<file path="src/rtl/alu_muldiv_seq.sv">
// ---------------------------------------------------------------------------
// alu_muldiv_seq
//   Clocked EX-stage ALU for the multi-cycle MIPS datapath. Single-cycle
//   operations (add/sub/logic/slt/mfhi/mflo) complete one cycle after Start.
//   mult/multu/div/divu run iteratively over WIDTH cycles: shift-add multiply
//   or restoring divide on operand magnitudes, with a fix-up cycle that
//   applies the signs and writes the HI/LO registers.
//
//   State table
//     state  | meaning
//     -------+--------------------------------------------------------------
//     IDLE   | waiting for Start; single-cycle ops execute from here
//     ITER   | one multiply/divide step per cycle, WIDTH cycles in total
//     FIX    | sign correction, HI/LO/Result write, Done raised
//     DONE   | Done cycle; Start is accepted exactly as in IDLE
//
// Ports
//   clk, rst_n      rising-edge clock, asynchronous active-low reset
//   Start           request, sampled only while Busy=0
//   ALUOp, Funct    00 add, 01 sub, 10 decode Funct, 11 reserved
//   A, B            operands (rs, rt)
//   Busy            mul/div in progress (ITER or FIX)
//   Done            one-cycle completion pulse
//   Result          registered result, with ZeroFlag and Overflow
//   DivByZero       with Done when div/divu had B==0
//   High, Low       HI/LO registers
//   WIDTH must be at least 4.
// ---------------------------------------------------------------------------
module alu_muldiv_seq #(
    parameter int WIDTH = 32
) (
    input  logic             clk,
    input  logic             rst_n,
    input  logic             Start,
    input  logic [1:0]       ALUOp,
    input  logic [5:0]       Funct,
    input  logic [WIDTH-1:0] A,
    input  logic [WIDTH-1:0] B,
    output logic             Busy,
    output logic             Done,
    output logic [WIDTH-1:0] Result,
    output logic             ZeroFlag,
    output logic             Overflow,
    output logic             DivByZero,
    output logic [WIDTH-1:0] High,
    output logic [WIDTH-1:0] Low
);

    localparam int CNT_W = $clog2(WIDTH + 1);
    localparam logic [CNT_W-1:0] CNT_LAST = CNT_W'(WIDTH - 1);

    typedef enum logic [1:0] {
        S_IDLE = 2'd0,
        S_ITER = 2'd1,
        S_FIX  = 2'd2,
        S_DONE = 2'd3
    } state_t;

    state_t             r_state;
    state_t             w_state_nxt;
    logic [CNT_W-1:0]   r_cnt;
    logic [2*WIDTH-1:0] r_acc;
    logic [WIDTH-1:0]   r_opb;
    logic               r_is_div;
    logic               r_neg_q;
    logic               r_neg_r;
    logic               r_done;
    logic               r_dbz;
    logic               r_ov;
    logic               r_zero;
    logic [WIDTH-1:0]   r_result;
    logic [WIDTH-1:0]   r_hi;
    logic [WIDTH-1:0]   r_lo;

    logic               w_busy;
    logic               w_accept;

    // ---------------------------------------------------------------
    // Operation decode and single-cycle datapath
    // ---------------------------------------------------------------
    logic [WIDTH-1:0] w_sum;
    logic [WIDTH-1:0] w_dif;
    logic             w_ov_add;
    logic             w_ov_sub;
    logic [WIDTH-1:0] w_sc_res;
    logic             w_sc_ov;
    logic             w_dbz;
    logic             w_md;
    logic             w_md_div;
    logic             w_md_signed;
    logic [WIDTH-1:0] w_mag_a;
    logic [WIDTH-1:0] w_mag_b;

    assign w_sum    = A + B;
    assign w_dif    = A - B;
    assign w_ov_add = (A[WIDTH-1] == B[WIDTH-1]) && (w_sum[WIDTH-1] != A[WIDTH-1]);
    assign w_ov_sub = (A[WIDTH-1] != B[WIDTH-1]) && (w_dif[WIDTH-1] != A[WIDTH-1]);

    always_comb begin
        w_sc_res    = '0;
        w_sc_ov     = 1'b0;
        w_dbz       = 1'b0;
        w_md        = 1'b0;
        w_md_div    = 1'b0;
        w_md_signed = 1'b0;
        case (ALUOp)
            2'b00: begin
                w_sc_res = w_sum;
                w_sc_ov  = w_ov_add;
            end
            2'b01: begin
                w_sc_res = w_dif;
                w_sc_ov  = w_ov_sub;
            end
            2'b10: begin
                case (Funct)
                    6'b100100: w_sc_res = A & B;
                    6'b100101: w_sc_res = A | B;
                    6'b100000: begin
                        w_sc_res = w_sum;
                        w_sc_ov  = w_ov_add;
                    end
                    6'b100010: begin
                        w_sc_res = w_dif;
                        w_sc_ov  = w_ov_sub;
                    end
                    6'b100001: w_sc_res = w_sum;
                    6'b100011: w_sc_res = w_dif;
                    6'b101010: w_sc_res = {{(WIDTH-1){1'b0}}, ($signed(A) < $signed(B))};
                    6'b101011: w_sc_res = {{(WIDTH-1){1'b0}}, (A < B)};
                    6'b010000: w_sc_res = r_hi;
                    6'b010010: w_sc_res = r_lo;
                    6'b011000: begin
                        w_md        = 1'b1;
                        w_md_signed = 1'b1;
                    end
                    6'b011001: w_md = 1'b1;
                    6'b011010: begin
                        if (B == '0) begin
                            w_dbz = 1'b1;
                        end else begin
                            w_md        = 1'b1;
                            w_md_div    = 1'b1;
                            w_md_signed = 1'b1;
                        end
                    end
                    6'b011011: begin
                        if (B == '0) begin
                            w_dbz = 1'b1;
                        end else begin
                            w_md     = 1'b1;
                            w_md_div = 1'b1;
                        end
                    end
                    default: w_sc_res = '0;
                endcase
            end
            default: w_sc_res = '0;
        endcase
    end

    // |MIN| reads back as 2^(WIDTH-1) when treated as unsigned, which is exact.
    assign w_mag_a = (w_md_signed && A[WIDTH-1]) ? -A : A;
    assign w_mag_b = (w_md_signed && B[WIDTH-1]) ? -B : B;

    // ---------------------------------------------------------------
    // Iteration step
    //   multiply: r_acc = {partial product, remaining multiplier bits},
    //             r_opb = multiplicand
    //   divide:   r_acc = {partial remainder, dividend/quotient bits},
    //             r_opb = divisor
    // ---------------------------------------------------------------
    logic [WIDTH:0]     w_mul_sum;
    logic [2*WIDTH-1:0] w_mul_nxt;
    logic [WIDTH:0]     w_div_rs;
    logic [WIDTH:0]     w_div_df;
    logic [2*WIDTH-1:0] w_div_nxt;

    assign w_mul_sum = {1'b0, r_acc[2*WIDTH-1:WIDTH]} + (r_acc[0] ? {1'b0, r_opb} : '0);
    assign w_mul_nxt = {w_mul_sum, r_acc[WIDTH-1:1]};

    // The shifted remainder is below 2*divisor, so bit WIDTH of the
    // difference is set exactly when the trial subtraction goes negative.
    assign w_div_rs  = r_acc[2*WIDTH-1:WIDTH-1];
    assign w_div_df  = w_div_rs - {1'b0, r_opb};
    assign w_div_nxt = w_div_df[WIDTH] ? {w_div_rs[WIDTH-1:0], r_acc[WIDTH-2:0], 1'b0}
                                       : {w_div_df[WIDTH-1:0], r_acc[WIDTH-2:0], 1'b1};

    // ---------------------------------------------------------------
    // Sign fix-up
    // ---------------------------------------------------------------
    logic [2*WIDTH-1:0] w_prod;
    logic [WIDTH-1:0]   w_quo;
    logic [WIDTH-1:0]   w_rem;
    logic [WIDTH-1:0]   w_fix_hi;
    logic [WIDTH-1:0]   w_fix_lo;

    assign w_prod   = r_neg_q ? -r_acc : r_acc;
    assign w_quo    = r_neg_q ? -r_acc[WIDTH-1:0] : r_acc[WIDTH-1:0];
    assign w_rem    = r_neg_r ? -r_acc[2*WIDTH-1:WIDTH] : r_acc[2*WIDTH-1:WIDTH];
    assign w_fix_hi = r_is_div ? w_rem : w_prod[2*WIDTH-1:WIDTH];
    assign w_fix_lo = r_is_div ? w_quo : w_prod[WIDTH-1:0];

    // ---------------------------------------------------------------
    // FSM: state register
    // ---------------------------------------------------------------
    always_ff @(posedge clk or negedge rst_n) begin
        if (!rst_n) begin
            r_state <= S_IDLE;
        end else begin
            r_state <= w_state_nxt;
        end
    end

    // FSM: next state
    always_comb begin
        w_state_nxt = r_state;
        case (r_state)
            S_IDLE, S_DONE: w_state_nxt = (Start && w_md) ? S_ITER : S_IDLE;
            S_ITER:         if (r_cnt == CNT_LAST) w_state_nxt = S_FIX;
            S_FIX:          w_state_nxt = S_DONE;
            default:        w_state_nxt = S_IDLE;
        endcase
    end

    // FSM: outputs
    always_comb begin
        w_busy = 1'b0;
        if (r_state == S_ITER || r_state == S_FIX) begin
            w_busy = 1'b1;
        end
    end

    assign w_accept = Start && !w_busy;

    // ---------------------------------------------------------------
    // Datapath registers
    // ---------------------------------------------------------------
    always_ff @(posedge clk or negedge rst_n) begin
        if (!rst_n) begin
            r_cnt    <= '0;
            r_acc    <= '0;
            r_opb    <= '0;
            r_is_div <= 1'b0;
            r_neg_q  <= 1'b0;
            r_neg_r  <= 1'b0;
            r_done   <= 1'b0;
            r_dbz    <= 1'b0;
            r_ov     <= 1'b0;
            r_zero   <= 1'b0;
            r_result <= '0;
            r_hi     <= '0;
            r_lo     <= '0;
        end else begin
            r_done <= 1'b0;
            r_dbz  <= 1'b0;
            case (r_state)
                S_IDLE, S_DONE: begin
                    if (w_accept) begin
                        if (w_md) begin
                            r_cnt    <= '0;
                            r_is_div <= w_md_div;
                            r_acc    <= {{WIDTH{1'b0}}, (w_md_div ? w_mag_a : w_mag_b)};
                            r_opb    <= w_md_div ? w_mag_b : w_mag_a;
                            r_neg_q  <= w_md_signed && (A[WIDTH-1] ^ B[WIDTH-1]);
                            r_neg_r  <= w_md_signed && A[WIDTH-1];
                        end else begin
                            r_result <= w_sc_res;
                            r_zero   <= (w_sc_res == '0);
                            r_ov     <= w_sc_ov;
                            r_dbz    <= w_dbz;
                            r_done   <= 1'b1;
                        end
                    end
                end
                S_ITER: begin
                    r_acc <= r_is_div ? w_div_nxt : w_mul_nxt;
                    r_cnt <= r_cnt + CNT_W'(1);
                end
                S_FIX: begin
                    r_hi     <= w_fix_hi;
                    r_lo     <= w_fix_lo;
                    r_result <= w_fix_lo;
                    r_zero   <= (w_fix_lo == '0);
                    r_ov     <= 1'b0;
                    r_done   <= 1'b1;
                end
                default: ;
            endcase
        end
    end

    assign Busy      = w_busy;
    assign Done      = r_done;
    assign Result    = r_result;
    assign ZeroFlag  = r_zero;
    assign Overflow  = r_ov;
    assign DivByZero = r_dbz;
    assign High      = r_hi;
    assign Low       = r_lo;

endmodule

</file>
<file path="config.mk">
export PLATFORM = sky130hd
export DESIGN_NAME = alu_muldiv_seq
export DESIGN_NICKNAME = d
export VERILOG_FILES = /design/src/rtl/alu_muldiv_seq.sv
export SDC_FILE = /design/constraint.sdc
export NUM_CORES = 1
export LEC_CHECK = 0
export ABC_AREA = 0
export BUFFER_PORTS_ARGS = -buffer_cell sky130_fd_sc_hd__buf_2
export CORE_MARGIN = 2
export CORE_UTILIZATION = 50
export DETAILED_ROUTE_END_ITERATION = 12
export GPL_TIMING_DRIVEN = 1
export PLACE_DENSITY = 0.68
export SLEW_MARGIN = 20
export SYNTH_ARGS = -nofsm -noshare
export SYNTH_HDL_FRONTEND = slang
export SYNTH_SLANG_ARGS = --single-unit
</file>
<file path="constraint.sdc">
create_clock -name clk -period 5.1 [get_ports clk]
set_input_delay 1.02 -clock clk [delete_from_list [all_inputs] [get_ports clk]]
set_output_delay 1.02 -clock clk [all_outputs]
set_load 0.1 [all_outputs]
</file>
Yosys cells after proc, flatten, opt, wreduce, memory -nomap -nowiden
Cells that the tools add are included.
- bits in registers: 207
- logic and storage cells: 132
- add/subtract/negate cells: 10
- $lt $le $gt $ge: 2
- eq/ne operators: 28
- muxes and demuxes: 51
- bitwise gates (word level): 3
- reduce and logical (&&, ||, !) cells: 24
- operator list (cell ; number):
    $mux 32 ; 11
    $mux 64 ; 5
    $pmux 32 s8 ; 1
    $neg 32->32 ; 4
    $pmux 64 s2 ; 1
    $logic_not 32->1 ; 3
    $pmux 32 s3 ; 1
    $lt 32x32->1 ; 2
    $neg 64->64 ; 1
    $pmux 32 s2 ; 1
    $eq 6x6->1 const B ; 8
    $eq 6x5->1 const B ; 7
    $add 32x32->33 ; 1
    $sub 33x32->33 ; 1
    $add 32x32->32 ; 1
    $and 32x32->32 ; 1
    $or 32x32->32 ; 1
    $sub 32x32->32 ; 1
    $mux 1 ; 19
    $mux 6 ; 2
    $pmux 1 s2 ; 6
    $pmux 6 s2 ; 1
    $reduce_or 2->1 ; 5
    $reduce_and 3->1 ; 3
    other kinds (15) ; 31

Depth between registers and ports, before layout
Gate-level depths: netlist of run 1.
- depth after elaboration: 10
- depth in mapped cells: 17
- gate-level depth less buffers: 16

Least setup slack after synthesis of run 1
Ideal clock, no wire load.
- path kind: input to register
- from: input port A[0]
- to: register r_zero (netlist: ZeroFlag)
- data arrival time: 4.532 ns
- required time: 5.034 ns
- setup slack: 0.503 ns
- stages: 15
- buffers on the path: 0
- cell sequence: inv_1 > ha_1 > fa_1 > or2_2 > a211oi_1 > o211a_1 > a311oi_2 > a21oi_2 > a2bb2oi_1 > a22oi_1 > nor4_1 > nand4_1 > or4_1 > nor4_1 > a31o_1
- longest elaborated chain between the ends: 7
- ends and longest elaborated chain (what ; line ; text):
    from (decl) ; 37 ; input logic [WIDTH-1:0] A,
    $sub 32x32->32 (tied with other cells) ; 95 ; assign w_dif = A - B;
    $pmux 32 s8 ; 116 ; case (Funct)
    $pmux 32 s3 * ; 106 ; case (ALUOp)
    $logic_not 32->1 * ; 269 ; r_zero <= (w_sc_res == '0);
    $mux 1 * ; 260 ; if (w_md) begin
    $mux 1 * ; 259 ; if (w_accept) begin
    $pmux 1 s2 * ; 257 ; case (r_state)
    to (signal assigned) ; 269 ;
    to (signal assigned) ; 284 ; r_zero <= (w_fix_lo == '0);
    to (decl) ; 70 ; logic r_zero;
Every way passes the cells marked *; elsewhere a longest branch is shown, timed or not. The select of a mux whose other input is x is not followed.
A chain may end at the register's enable or synchronous reset.

Worst setup path in the final report of run 1
- from: input port A[1]
- to: register r_zero (netlist: ZeroFlag)
Same word-level chain as after synthesis.

==> results of run 1 <==
metal layers:
layer,vias to the layer above,track usage [%]
met3,227,10.4
met2,1377,62.0
met5,-,0
met1,11400,54.7
met4,6,14.9
li1,10800,-
through the flow:
stage,total power [mW],util (%)
after floorplan,10.8,-
after global placement,13.5,56.7
after detailed placement,13.6,56.7
after CTS,15.7,58.8
after global routing,16.7,58.9
final,15.9,58.9
worst reg2reg max path, cell delays in order (launching register included):
cell	delay (ps)
dfrtp_1	430
and2_1	180
ha_1	210
fa_1	400
a21o_1	200
a21o_1	210
a2111oi_0	600
or4_1	270
a21oi_1	120
o2111a_1	290
o31ai_1	460
o21ai_0	270
o31ai_1	380
a21oi_1	180
a211oi_1	280
a211oi_1	70
registers in the layout (all words and copies together) (netlist names), 2 cells and up:
| name | count |
|---|---|
| r_opb | 32 |
| Low | 32 |
| High | 32 |
| r_acc | 64 |
| r_state | 2 |
| r_cnt | 6 |
| Result | 32 |
cell usage after synthesis (36+ instances only):
| library cell | instances |
|---|---|
| dfrtp_1 | 207 |
| a21o_1 | 46 |
| o211ai_1 | 46 |
| xnor2_1 | 128 |
| nand2_1 | 292 |
| inv_1 | 159 |
| mux2_2 | 37 |
| clkbuf_1 | 140 |
| a31oi_1 | 51 |
| nor2_1 | 280 |
| o21ai_0 | 221 |
| ha_1 | 179 |
| mux2i_1 | 57 |
| a21oi_1 | 201 |
| o21a_1 | 48 |
| xor2_1 | 51 |
| nand3_1 | 56 |
| nor3_1 | 62 |
| o31ai_1 | 36 |
worst paths after layout:
path | endpoint | slack, ps | depth (start not counted) | startpoint
worst max register to register | r_acc[63]$_DFFE_PN0P_ | 420 | 15 | r_opb[0]$_DFFE_PN0P_
worst max-delay path | ZeroFlag$_DFFE_PN0P_ | 330 | 19 | A[1]
worst min register to register | Result[5]$_DFFE_PN0P_ | 470 | 2 | Result[5]$_DFFE_PN0P_
max in group asynchronous | r_opb[22]$_DFFE_PN0P_ | 3480 | 2 | rst_n
min in group clk | Result[5]$_DFFE_PN0P_ | 470 | 2 | Result[5]$_DFFE_PN0P_
worst min-delay path | Result[7]$_DFFE_PN0P_ | 440 | 1 | rst_n
kinds of logic (layout without fill, tap and decap cells):
family | Yosys count | count (layout) | synth area share [%]
compound gates | 938 | 938 | 28.4
xor+xnor | 179 | 179 | 7.18
fa+ha+maj | 183 | 183 | 10.6
buf+inv | 326 | 580 | 5.68
flops | 207 | 207 | 23.7
mux | 94 | 94 | 4.52
simple gates | 921 | 921 | 19.9
power by group through the flow:
stage	Sequential, mW	Clock, mW	Combinational (mW)
6_report	3.34	2.03	10.5
2_1_floorplan	5.49	0	5.28
4_1_cts	3.28	2.05	10.4
3_3_place_gp	3.28	0	10.2
3_5_place_dp	3.30	0	10.3
5_1_grt	3.40	2.10	11.2
area by class of cell:
class                   instances  area (µm²)  area share, %
well taps                     585         732           2.89
flip-flops and latches        207        5180           20.4
clock inverters                16         184          0.725
inverters                     159         597           2.35
multi-input cells            2315       15500           61.2
clock buffers                  34         742           2.93
repair buffers                371        2390           9.44
timing repair:
item                       CTS  global route
hold endpoints to repair     0             0
gates resized for setup      0             3
setup endpoints to repair    0             1
buffers inserted             0             0
==> out/results.txt, run 1 <==
Status: finished, final reports clean
Core Area: 43100 µm²
P_sw: 9.15 mW
CTS tree: done
CTS root buffer: clkbuf_16
Die W: 213 µm
Clock power frac: 12.8%
TritonCTS buffer count: 27
Number of enable flip-flop cells after synthesis: 0
Pre-CTS setup slack: -540 ps
Clock Latency Late Sink: 580 ps
Peak Freq: 0.210 GHz
Top layer in use: met5
PortBufs: 175
Flops & latches, synth: 207
Area leader, netlist: dfrtp_1
Initial DRC count: 2313
Worst Setup End Kind: flip-flop
Setup WS post-layout: 328 ps
# hold bufs at CTS: 0
Setup TNS: 0 ps
Pwr dens: 627 nW/µm²
Slowest-stage cell, CP: or4_1
Critical path arrival: 5280 ps
Worst stage delay on the critical path: 490 ps
Total track usage: 40.4%
Logic gate share of total power: 66.2%
Register area share after synthesis: 23.7%
Top Ports: 176
Initial antenna violation count: 5
Nets: 3339
WL met2: 40.5 mm
Wire length on met1: 38.9 mm
Area Growth Syn to Fin: 16.1%
H-tree Lvls: 1
RSZ-0062 raised after global routing: false
Fillers: 4037
CP cell instances: buf_2 > inv_1 > buf_4 > buf_4 > fa_1 > nor2b_1 > buf_4 > o21ai_0 > a31o_2 > a31oi_1 > nor4_1 > nor4_2 > o21ai_0 > nor4_1 > buf_4 > nand4_1 > or4_1 > nor4_1 > a31o_1
First-pass GRT wire length: 139 mm
Worst-case clock buffer depth: 3
Worst-path fanout max: 4
Die Area: 45400 µm²
Critical path launch point type: input port
CP top delay family: simple AND/OR/NAND/NOR gates
Distinct cells, synth: 91
Post-Synthesis Cells: 2848
Internal power: 6.74 mW
Post-route ant nets: 0
Cell Area, Placed: 24400 µm²
Commonest non-fill, non-tap cell in the layout: nand2_1
Final Skew: 17.4 ps
Drt drc: 0
Final period util: 93.6%
Relative slew slack: 27.8%
Area contributors post-synth: dfrtp_1 (24%), ha_1 (10%), xnor2_1 (5.1%)
Sw frac: 57.6%
Sequential share of power: 21.0%
DR WL met3: 10.5 mm
Vias in the first global route: 22700
Post-DP HPWL: 74.0 mm
Via count: 23900
Ys async rst share: 100%
Max Cap Viol: 0
Worst setup path class: in -> reg
Total placed cells including tap cells: 3637
Final Instance Area: 25400 µm²
Row Count: 76
Final GP Congestion: 1.08
Max-slew violation count: 0
Share of post-route cells with drive strength above 1: 16.8%
Starting Density: 50.7%
Tmin final: 4770 ps
Final hold vios: 0
Drt first pass iters: 6
Fin cells: 3687
Die Y-Extent: 213 µm
CP required: 5610 ps
Ant diodes: 0
Pin count of the biggest net entering global routing: 94
CTS clk-pin slew, worst paths: 60 ps
Worst-Margin Slew: 1070 ps
Finish-stage setup viols: 0
Routed len/inst: 25.4 µm
GRT overflow: 0
Max rail drop VDD: 0.000719 V
Syn Nets: 3106
Synth Warn #: 0
Vias/cell: 6.48
Mapped Area: 21800 µm²
Worst Hold Class: in -> async
Leakage: 11.4 nW
Worst Path Buf+Inv: 6
CTS Sinks: 207
Mapped Avg Cell Area: 7.67 µm²
Final WL: 93.7 mm
CP dominant cell by count: buf_4
Share of the synthesized area in the top cell type: 23.7%
Worst hold margin: 437 ps
Most frequent cells in the layout: nand2_1 (292), nor2_1 (280), o21ai_0 (221)
Main synth FF type: dfrtp_1
Power figures use the tool's default switching activity.
==> inputs of run 2 (changes only) <==
--- a/config.mk
+++ b/config.mk
@@ -11,6 +11,7 @@
 export CORE_UTILIZATION = 50
 export DETAILED_ROUTE_END_ITERATION = 12
 export GPL_TIMING_DRIVEN = 1
+export MAX_ROUTING_LAYER = met4
 export PLACE_DENSITY = 0.68
 export SLEW_MARGIN = 20
 export SYNTH_ARGS = -nofsm -noshare
==> constraint.sdc (replaced) <==
create_clock -name clk -period 5.95 [get_ports clk]
set_input_delay 1.19 -clock clk [delete_from_list [all_inputs] [get_ports clk]]
set_output_delay 1.19 -clock clk [all_outputs]
set_load 0.1 [all_outputs]
==> run 2 against run 1 <==
Sequential power down 14%. Critical path depth down 2. Largest cell class unchanged. Wire length down 3.5%. Hold slack better by 35 ps. Via count down 3.1%. Final area down 3.9%. Combinational power down 17%. Critical path type unchanged. Global-route usage about the same. Die area unchanged. First-iteration DRC count up 20%.
==> out/results.txt, run 2 (synthesis results as in run 1) <==
Postcts setup bufs: 0 (unchanged)
Worst Hold Class: reg -> reg
Initial antenna violation count: 4 (-1)
Via count: 23200 (-3.1%)
CTS Sinks: 207 (unchanged)
First-pass GRT wire length: 135 mm (-2.8%)
CTS root buffer: clkbuf_16
Final WL: 90.4 mm (-3.5%)
RSZ-0062 raised after global routing: false
Critical path arrival: 5920 ps (+640 ps)
Slowest-stage cell, CP: a211oi_1
H-tree Lvls: 1 (unchanged)
Starting Density: 50.7% (unchanged)
CTS tree: done
Leakage: 10.8 nW (-5.5%)
Pin count of the biggest net entering global routing: 113 (+20%)
Die W: 213 µm (unchanged)
Worst stage delay on the critical path: 570 ps (+80 ps)
Initial DRC count: 2780 (+20%)
Worst Path Buf+Inv: 3 (-3)
CP cell instances: buf_2 > inv_1 > ha_1 > fa_1 > or2_2 > a211oi_1 > nor4b_1 > nor4_1 > nor3_1 > nor4_1 > nand4b_1 > nor4_1 > buf_4 > nand4_1 > or4_1 > nor4_1 > a31o_1
Worst-Margin Slew: 1120 ps (+49.9 ps)
Drt first pass iters: 6 (unchanged)
Worst-case clock buffer depth: 3 (unchanged)
TritonCTS buffer count: 27 (unchanged)
CP required: 6470 ps (+860 ps)
Tmin final: 5400 ps
CTS clk-pin slew, worst paths: 60 ps (about the same)
Max Cap Viol: 0 (unchanged)
Most frequent cells in the layout: nand2_1 (292), nor2_1 (280), o21ai_0 (221)
Worst setup path class: in -> reg
Worst Setup End Kind: flip-flop
Hold Path Origin: Result[4]$_DFFE_PN0P_
CP top delay family: simple AND/OR/NAND/NOR gates
Pwr dens: 551 nW/µm² (-12%)
Drt drc: 0 (unchanged)
Max reg flops: 64 (unchanged)
PortBufs: 175 (unchanged)
Max rail drop VDD: 0.000463 V (-36%)
Post-DP HPWL: 70.6 mm (-4.6%)
Top reg by flops: r_acc
Routed len/inst: 25.4 µm (about the same)
Total track usage: 40.4% (-0.046 points)
Area Growth Syn to Fin: 11.5%
Post-cts repair resize count: 0 (unchanged)
Critical path origin: A[0]
Die Area: 45400 µm² (unchanged)
FF-to-FF Start: r_acc[0]$_DFFE_PN0P_
Row Count: 76 (unchanged)
Critical path launch point type: input port
Final Skew: 17.0 ps (-0.416 ps)
Final GP Congestion: 1.08 (-0.29%)
Worst-path fanout max: 5 (+1)
Fin util: 56.6% (-2.3 points)
Post-route ant nets: 0 (unchanged)
Setup TNS: 0 ps (unchanged)
Final hold vios: 0 (unchanged)
Final period util: 90.7%
Vias in the first global route: 21700 (-4.3%)
Die Y-Extent: 213 µm (unchanged)
Relative slew slack: 25.4% (-2.3 points)
Finish-stage setup viols: 0 (unchanged)
Status: finished, final reports clean
CP dominant cell by count: nor4_1
Peak Freq: 0.185 GHz
Share of post-route cells with drive strength above 1: 12.8% (-4.0 points)
GRT overflow: 0 (unchanged)
Core Area: 43100 µm² (unchanged)
Clock Latency Late Sink: 570 ps (about the same)
Commonest non-fill, non-tap cell in the layout: nand2_1
# hold bufs at CTS: 0 (unchanged)
Vias/cell: 6.51 (+0.51%)
Max-slew violation count: 0 (unchanged)
Nets: 3205 (-4.0%)
Top Ports: 176 (unchanged)
[run 2: routing by layer]
layer / track usage, % / vias to the layer above / part of all wire [%]
li1: - / 10500 / -
met1: 54.1 / 11100 / 42
met2: 59.9 / 1296 / 43
met3: 7.97 / 225 / 11
met4: 16.2 / 0 / 4.6
met5: - / - / 0
[run 2: cell type report]
type	instances	area, µm²
Sequential cell	207	5180
Inverter	159	597
Tap cell	585	732
Timing Repair Buffer	237	1350
Multi-Input combinational cell	2315	15500
Fill cell	4114	18700
Clock buffer	36	749
Antenna cell	4	10.0
Clock inverter	12	224
[run 2: tightest hold or removal path, cell delays in order, from the launching register on]
cell and delay, ps:
dfrtp_1 330, nand2_1 40, o21ai_0 60
[run 2: final timing paths]
check | cells after the start | slack (ps) | end
max | 17 | 550 | ZeroFlag$_DFFE_PN0P_
min | 2 | 470 | Result[4]$_DFFE_PN0P_
max reg2reg | 16 | 850 | r_acc[63]$_DFFE_PN0P_
min reg2reg | 2 | 470 | Result[4]$_DFFE_PN0P_
max in group asynchronous | 2 | 4020 | r_opb[27]$_DFFE_PN0P_
min in group asynchronous | 1 | 660 | Result[8]$_DFFE_PN0P_
[run 2: metrics by stage]
step           cells  power, mW  cell area [µm²]  setup slack [ps]  hold WS [ps]
2_1_floorplan   2848       9.23            21800              1180           439
3_3_place_gp    3503       11.3            23400               238           457
3_5_place_dp    3503       11.4            23400               104           465
4_1_cts         3551       13.3            24400               672           478
5_1_grt         3554       14.2            24400               391           493
6_report        3555       13.4            24400               551           472
[run 2: report_power, final]
group / internal [mW] / switching (mW)
clock network: 1.14 / 0.693
registers: 1.97 / 0.901
logic: 2.61 / 6.11
total: 5.72 / 7.70
